**config.mk**
```make
export PLATFORM = sky130hd
export DESIGN_NAME = jbi_min_wdq_ctl
export DESIGN_NICKNAME = d
export VERILOG_FILES = /design/src/rtl/jbi_min_wdq_ctl_pkg.sv /design/src/rtl/jbi_min_wdq_ctl_eccgen.sv /design/src/rtl/jbi_min_wdq_ctl.sv
export SDC_FILE = /design/constraint.sdc
export NUM_CORES = 1
export LEC_CHECK = 0
export CAP_MARGIN = 20
export CORE_ASPECT_RATIO = 0.5
export CORE_UTILIZATION = 27
export DETAILED_ROUTE_END_ITERATION = 8
export PLACE_DENSITY_LB_ADDON = 0.3
export SLEW_MARGIN = 10
export SYNTH_ARGS = -nofsm -noshare
export SYNTH_HDL_FRONTEND = slang
export SYNTH_SLANG_ARGS = --single-unit
```
**constraint.sdc**
```tcl
create_clock -name clk -period 16.38 [get_ports clk]
set_input_delay 3.276 -clock clk [delete_from_list [all_inputs] [get_ports clk]]
set_output_delay 3.276 -clock clk [all_outputs]
set_load 0.05 [all_outputs]
```
**src/rtl/jbi_min_wdq_ctl_pkg.sv**
```systemverilog
// Shared WDQ constants and types: buffer geometry, ECC lane split and pointer width.
package jbi_min_wdq_ctl_pkg;

  localparam int JBI_WDQ_ADDR_WIDTH = 4;
  localparam int JBI_WDQ_WIDTH      = 156;

  localparam int DATA_W = 128;
  localparam int ECC_W  = 7;
  localparam int LANE_W = 32;
  localparam int LANES  = DATA_W / LANE_W;
  localparam int PTR_W  = JBI_WDQ_ADDR_WIDTH + 1;
  localparam int LVL_W  = 5;

  typedef logic [JBI_WDQ_WIDTH-1:0] wdq_entry_t;
  typedef logic [PTR_W-1:0]         wdq_ptr_t;
  typedef logic [LVL_W-1:0]         wdq_lvl_t;

  localparam wdq_ptr_t WDQ_DEPTH = wdq_ptr_t'(1 << JBI_WDQ_ADDR_WIDTH);

endpackage

```
**src/rtl/jbi_min_wdq_ctl_eccgen.sv**
```systemverilog
// Combinational SEC-DED check-word generator for one 32-bit data lane.
module jbi_min_wdq_eccgen
  import jbi_min_wdq_ctl_pkg::*;
(
  input  logic [LANE_W-1:0] i_data,
  output logic [ECC_W-1:0]  o_ecc
);

  // Data bits occupy Hamming positions 3..38 skipping powers of two;
  // bit 6 is the overall parity over data and the six check bits.
  function automatic logic [ECC_W-1:0] calc_ecc(input logic [LANE_W-1:0] d);
    logic [5:0] c;
    logic [5:0] idx;
    c   = '0;
    idx = '0;
    for (int p = 3; p < 39; p++) begin
      if ((p & (p - 1)) != 0) begin
        for (int k = 0; k < 6; k++) begin
          if (p[k]) c[k] = c[k] ^ d[idx[4:0]];
        end
        idx = idx + 6'd1;
      end
    end
    return {(^d) ^ (^c), c};
  endfunction

  assign o_ecc = calc_ecc(i_data);

endmodule

```
**src/rtl/jbi_min_wdq_ctl.sv**
```systemverilog
// WDQ control: write-side pointer and ECC, read issue into a 2-entry output skid,
// occupancy/status accounting and the head valid/ack handshake.
module jbi_min_wdq_ctl
  import jbi_min_wdq_ctl_pkg::*;
#(
  parameter int AFULL_THRESH = 12
)
(
  input  logic                          clk,
  input  logic                          arst_l,
  input  logic                          wdq_push,
  input  logic [DATA_W-1:0]             wdq_push_data,
  input  logic                          wdq_dout_ack,
  input  logic [JBI_WDQ_WIDTH-1:0]      wdq_rdata,
  output logic                          wdq_wr_en,
  output logic [JBI_WDQ_ADDR_WIDTH-1:0] wdq_waddr,
  output logic [DATA_W-1:0]             wdq_wdata,
  output logic [ECC_W-1:0]              wdq_wdata_ecc0,
  output logic [ECC_W-1:0]              wdq_wdata_ecc1,
  output logic [ECC_W-1:0]              wdq_wdata_ecc2,
  output logic [ECC_W-1:0]              wdq_wdata_ecc3,
  output logic                          wdq_rd_en,
  output logic [JBI_WDQ_ADDR_WIDTH-1:0] wdq_raddr,
  output logic                          wdq_dout_vld,
  output logic [JBI_WDQ_WIDTH-1:0]      wdq_dout,
  output logic [LVL_W-1:0]              wdq_level,
  output logic                          wdq_full,
  output logic                          wdq_afull,
  output logic                          wdq_empty,
  output logic                          wdq_ovf
);

  logic [ECC_W-1:0] w_ecc [LANES];

  for (genvar g = 0; g < LANES; g++) begin : g_ecc
    jbi_min_wdq_eccgen u_eccgen (
      .i_data (wdq_push_data[g*LANE_W +: LANE_W]),
      .o_ecc  (w_ecc[g])
    );
  end

  wdq_ptr_t   r_wptr;
  wdq_ptr_t   r_rptr;
  logic       r_inflight;
  logic [1:0] r_skid_cnt;
  logic       r_ovf;
  wdq_entry_t r_head;
  wdq_entry_t r_spare;

  wdq_ptr_t   w_unread;
  logic       w_full;
  logic       w_wr_en;
  logic       w_dout_vld;
  logic       w_ack;
  logic [2:0] w_occ_nxt;
  logic       w_rd_en;
  wdq_lvl_t   w_level;
  wdq_entry_t w_land0;
  wdq_entry_t w_land1;

  // Array side: unread only sees entries written in earlier cycles, so a
  // same-cycle write can never alias the address being read.
  assign w_unread = r_wptr - r_rptr;
  assign w_full   = (w_unread == WDQ_DEPTH);
  assign w_wr_en  = wdq_push & ~w_full;

  // Head is valid from a parked skid entry or directly from read data landing now.
  assign w_dout_vld = (r_skid_cnt != 2'd0) | r_inflight;
  assign w_ack      = wdq_dout_ack & w_dout_vld;

  // Output-stage occupancy after this cycle's landing and ack; a new read may
  // only be issued if its data will have a slot when it lands.
  assign w_occ_nxt = {1'b0, r_skid_cnt} + {2'b00, r_inflight} - {2'b00, w_ack};
  assign w_rd_en   = (w_unread != '0) && (w_occ_nxt < 3'd2);

  assign w_level = wdq_lvl_t'(w_unread) + wdq_lvl_t'(r_inflight) + wdq_lvl_t'(r_skid_cnt);

  // Ordered view of the output stage: parked entries first, then landing data.
  assign w_land0 = (r_skid_cnt != 2'd0) ? r_head  : wdq_rdata;
  assign w_land1 = (r_skid_cnt == 2'd2) ? r_spare : wdq_rdata;

  always_ff @(posedge clk or negedge arst_l) begin
    if (!arst_l) begin
      r_wptr     <= '0;
      r_rptr     <= '0;
      r_inflight <= 1'b0;
      r_skid_cnt <= 2'd0;
      r_ovf      <= 1'b0;
    end else begin
      if (w_wr_en) r_wptr <= r_wptr + wdq_ptr_t'(1);
      if (w_rd_en) r_rptr <= r_rptr + wdq_ptr_t'(1);
      r_inflight <= w_rd_en;
      r_skid_cnt <= w_occ_nxt[1:0];
      if (wdq_push && w_full) r_ovf <= 1'b1;
    end
  end

  // Skid data: validity is carried entirely by r_skid_cnt, so no reset here.
  always_ff @(posedge clk) begin
    r_head  <= w_ack ? w_land1   : w_land0;
    r_spare <= w_ack ? wdq_rdata : w_land1;
  end

  a_ack_needs_vld : assert property (@(posedge clk) disable iff (!arst_l)
                                     wdq_dout_ack |-> w_dout_vld);

  assign wdq_wr_en      = w_wr_en;
  assign wdq_waddr      = r_wptr[JBI_WDQ_ADDR_WIDTH-1:0];
  assign wdq_wdata      = wdq_push_data;
  assign wdq_wdata_ecc0 = w_ecc[0];
  assign wdq_wdata_ecc1 = w_ecc[1];
  assign wdq_wdata_ecc2 = w_ecc[2];
  assign wdq_wdata_ecc3 = w_ecc[3];

  assign wdq_rd_en    = w_rd_en;
  assign wdq_raddr    = r_rptr[JBI_WDQ_ADDR_WIDTH-1:0];
  assign wdq_dout_vld = w_dout_vld;
  assign wdq_dout     = (r_skid_cnt != 2'd0) ? r_head :
                        (r_inflight ? wdq_rdata : '0);

  assign wdq_level = w_level;
  assign wdq_full  = w_full;
  assign wdq_afull = (w_level >= wdq_lvl_t'(AFULL_THRESH));
  assign wdq_empty = (w_level == '0);
  assign wdq_ovf   = r_ovf;

endmodule

```
==> results.toml <==
[worst_setup_path]
critPathKind = "primary input to primary output"
path_cells = "clkdlybuf4s50_1, xnor3_1, xnor3_2, xnor3_1, xnor2_1, xnor3_1, clkdlybuf4s50_1"
cp.required_ns = 13.10
critPathSlowestCell = "clkdlybuf4s50_1"
cp_top_family = "XOR/XNOR gates"
crit_start = "wdq_push_data[20]"
arrival_ns = 6.41
critPathMaxStageDelay_ns = 0.71
critPathMaxFanout = 2
r2r-end = "r_rptr[1]$_DFFE_PN0P_"
r2r_cells = 12
worst-path-buf-inv = 2
end_kind = "primary output"
r2r_start = "r_inflight$_DFF_PN0_"
r2r_setup_slack_ns = 13.00
critical_path.endpoint = "wdq_wdata_ecc0[6]"
critPathMostFrequentCell = "xnor3_1"
crit_path_start_kind = "primary input"
cp_num_cells = 7

[die]
rows = 66
fp.dieH_um = 184.4
dieWidth_um = 366.8
start_util_pct = 27.48
dieArea_sq_mm = 0.06765
io_pins = 620
core_sq_mm = 0.06540

[synth]
synth_edf_count = 156
synth_top_flop_cell = "edfxtp_1"
syn_area_sq_mm = 0.01797
synth_seq_cells = 326
synth.net_count = 1953
yosysSeqAreaShare_pct = 45.40
synth_cell_types = 33
async_reset_ff_share_pct = 4.294
ys.warnings.count = 0
synth_area_per_cell_sq_um = 10.88
syn_inst = 1652

[drt]
viasPerCell = 4.274
wire_per_inst_um = 16.90
drt_pass1_iterations = 4
routed_wl_um = 51050
route.detailed.drc = 0
ant_nets = 0
drt_iter0_drc = 572
vias = 12910

[pwr]
power.density_mw_per_mm2 = 216.1
leakage_nw = 9.393
ir_drop_mv = 0.1719
p_total_w = 0.005461

[global_routing]
grt_pass1_wl_um = 74520
antenna_found_initial = 9
grt_use_total_pct = 14.17
overflow = 0
grt_max_degree = 119
grt_pass1_vias = 12420

[clock_tree]
tritoncts = "built"
clock_latency_ns = 0.54
holdBufCountCts = 0
clk_path_buf_depth = 3
clkTransAtPathRegs_ns = 0.06
cts_num_sinks = 326
cts_buffers = 36
cts-htree-levels = 2
cts_root_buffer = "clkbuf_16"
postCtsSetupBuffers = 0
ctsResizeCount = 0

[sta]
slew_headroom_pct = 26.07
period_share_pct = 59.15
fin_skew_ns = 0.01436
fmax_mhz = 103.2
finalWorstSetupSlack_ns = 6.691
worst_pin_slew_ns = 1.109
setup-tns-final_ns = 0
setup_viol = 0
hold_violations = 0
rsz0062_at_grt = "no"
report.final.slew_viol_count = 0
period_minus_slack_ns = 9.689

[placement]
dp_hpwl_um = 36950
gp_congestion = 0.8141
placed_area_sq_mm = 0.02404
preCtsSetupSlack_ns = 6.661
post-place-cells = 2944
io_buffers = 619

[outcome]
outcome = "complete, no violations"

[cells_and_area]
synthToLayoutAreaGrowth_pct = 40.66
final_cell_area_sq_mm = 0.02528
multi_input_area_sq_mm = 0.008433
layout.nets = 2401
drive_above_1_share_pct = 18.19
seq_area_sq_mm = 0.008162
final_cells = 3021
nFillCells = 6472

[min_path]
hold_path.class = "register to register"

[run]
drv_cap = 0
[stage by stage]
stage,util [%],hold slack (ns)
2_1_floorplan,-,0.4525
3_3_place_gp,36.76,0.4377
3_5_place_dp,36.76,0.4456
4_1_cts,38.55,0.4591
5_1_grt,38.65,0.4759
6_report,38.65,0.4597
[metal layers]
layer  global-route usage, %  vias up  wire (um)
li1                        -     6414          -
met1                   14.92     6199      18500
met2                   28.69      227      29580
met3                   1.961       73       1575
met4                   4.783        0       1392
met5                       0        -          0
[synthesized netlist by cell type (3+ instances only)]
| master | instances | area share, % |
|---|---|---|
| xor2_1 | 49 | 2.4 |
| nand2_1 | 317 | 6.6 |
| a21o_1 | 3 | 0.13 |
| xnor2_1 | 183 | 8.9 |
| clkbuf_1 | 82 | 1.7 |
| nand3_1 | 8 | 0.22 |
| xnor3_1 | 19 | 2.4 |
| buf_4 | 136 | 5.7 |
| fa_1 | 4 | 0.45 |
| dfxtp_1 | 156 | 17 |
| mux2_2 | 314 | 20 |
| buf_1 | 3 | 0.063 |
| dfrtp_1 | 14 | 1.9 |
| o21ai_0 | 157 | 4.4 |
| edfxtp_1 | 156 | 26 |
| inv_1 | 19 | 0.40 |
| ha_1 | 9 | 0.63 |
| nor3_1 | 4 | 0.11 |
[where the power goes]
part           internal [W]  switching (W)
registers           0.00111       0.000103
logic               0.00120        0.00223
clock network      0.000465       0.000346
total               0.00278        0.00268
[worst min-delay path by stage]
stage | startpoint | end | slack, ns | cells after the start
final | wdq_ovf$_DFFE_PN0P_ | wdq_ovf$_DFFE_PN0P_ | 0.46 | 1
after global routing | wdq_ovf$_DFFE_PN0P_ | wdq_ovf$_DFFE_PN0P_ | 0.48 | 1
after CTS | wdq_ovf$_DFFE_PN0P_ | wdq_ovf$_DFFE_PN0P_ | 0.46 | 1
after detailed placement | wdq_ovf$_DFFE_PN0P_ | wdq_ovf$_DFFE_PN0P_ | 0.45 | 1
after global placement | wdq_ovf$_DFFE_PN0P_ | wdq_ovf$_DFFE_PN0P_ | 0.44 | 1
after floorplan | r_spare[0]$_DFF_P_ | r_spare[0]$_DFF_P_ | 0.45 | 1
[layout by cell type, fill, tap and decap left out, types with 2 or more instances in the layout]
cell type / instances
clkinv_2: 6
inv_6: 3
mux2_2: 314
bufinv_16: 2
buf_12: 2
buf_4: 10
clkbuf_1: 7
nand2_1: 316
nand3_1: 7
inv_1: 19
xnor2_1: 183
o21ai_0: 157
a21oi_1: 2
ha_1: 9
clkdlybuf4s50_1: 619
a21o_1: 3
clkinv_1: 4
clkbuf_8: 5
dfrtp_1: 13
edfxtp_1: 156
dfxtp_1: 156
fa_1: 4
and3_1: 2
xnor3_1: 19
clkbuf_16: 36
xor2_1: 49
nor2_1: 2
nor3_1: 3
diode_2: 9
o21a_1: 2
[cells by family (layout without fill, tap and decap cells)]
kind of cell,Yosys count,in the layout,synth area share (%)
buffers and inverters,240,716,7.854
DFF,326,326,45.40
adders and majority gates,13,13,1.072
xor gates and xnor gates,253,253,13.95
muxes,314,314,19.68
other,0,9,0
AOI/OAI and AO/OA,166,166,4.721
and+or+nand+nor,340,340,7.325
[state kept, by name (all words and copies together) (netlist names)]
| register | cells |
|---|---|
| r_spare | 156 |
| r_skid_cnt | 2 |
| wdq_ovf | 1 |
| r_rptr | 5 |
| r_inflight | 1 |
| r_head | 156 |
| r_wptr | 5 |
[worst reg2reg max path, cell delays in order (launching register included)]
cell and delay, ns:
dfrtp_4 0.99, inv_1 0.22, nand3_1 0.15, and2_1 0.14
ha_1 0.22, inv_1 0.05, ha_1 0.13, inv_1 0.05
fa_1 0.40, xnor2_1 0.14, nand2_1 0.11, nor2_1 0.30
mux2_2 0.37
[area by class of cell]
class                   instances  area share, %
multi-input cells            1086          33.36
inverters                      19         0.2822
repair buffers                631          24.97
flip-flops and latches        326          32.29
clock inverters                18         0.6930
diodes                          9        0.08910
well taps                     884          4.376
clock buffers                  48          3.940
(Power assumes the default switching activity.)
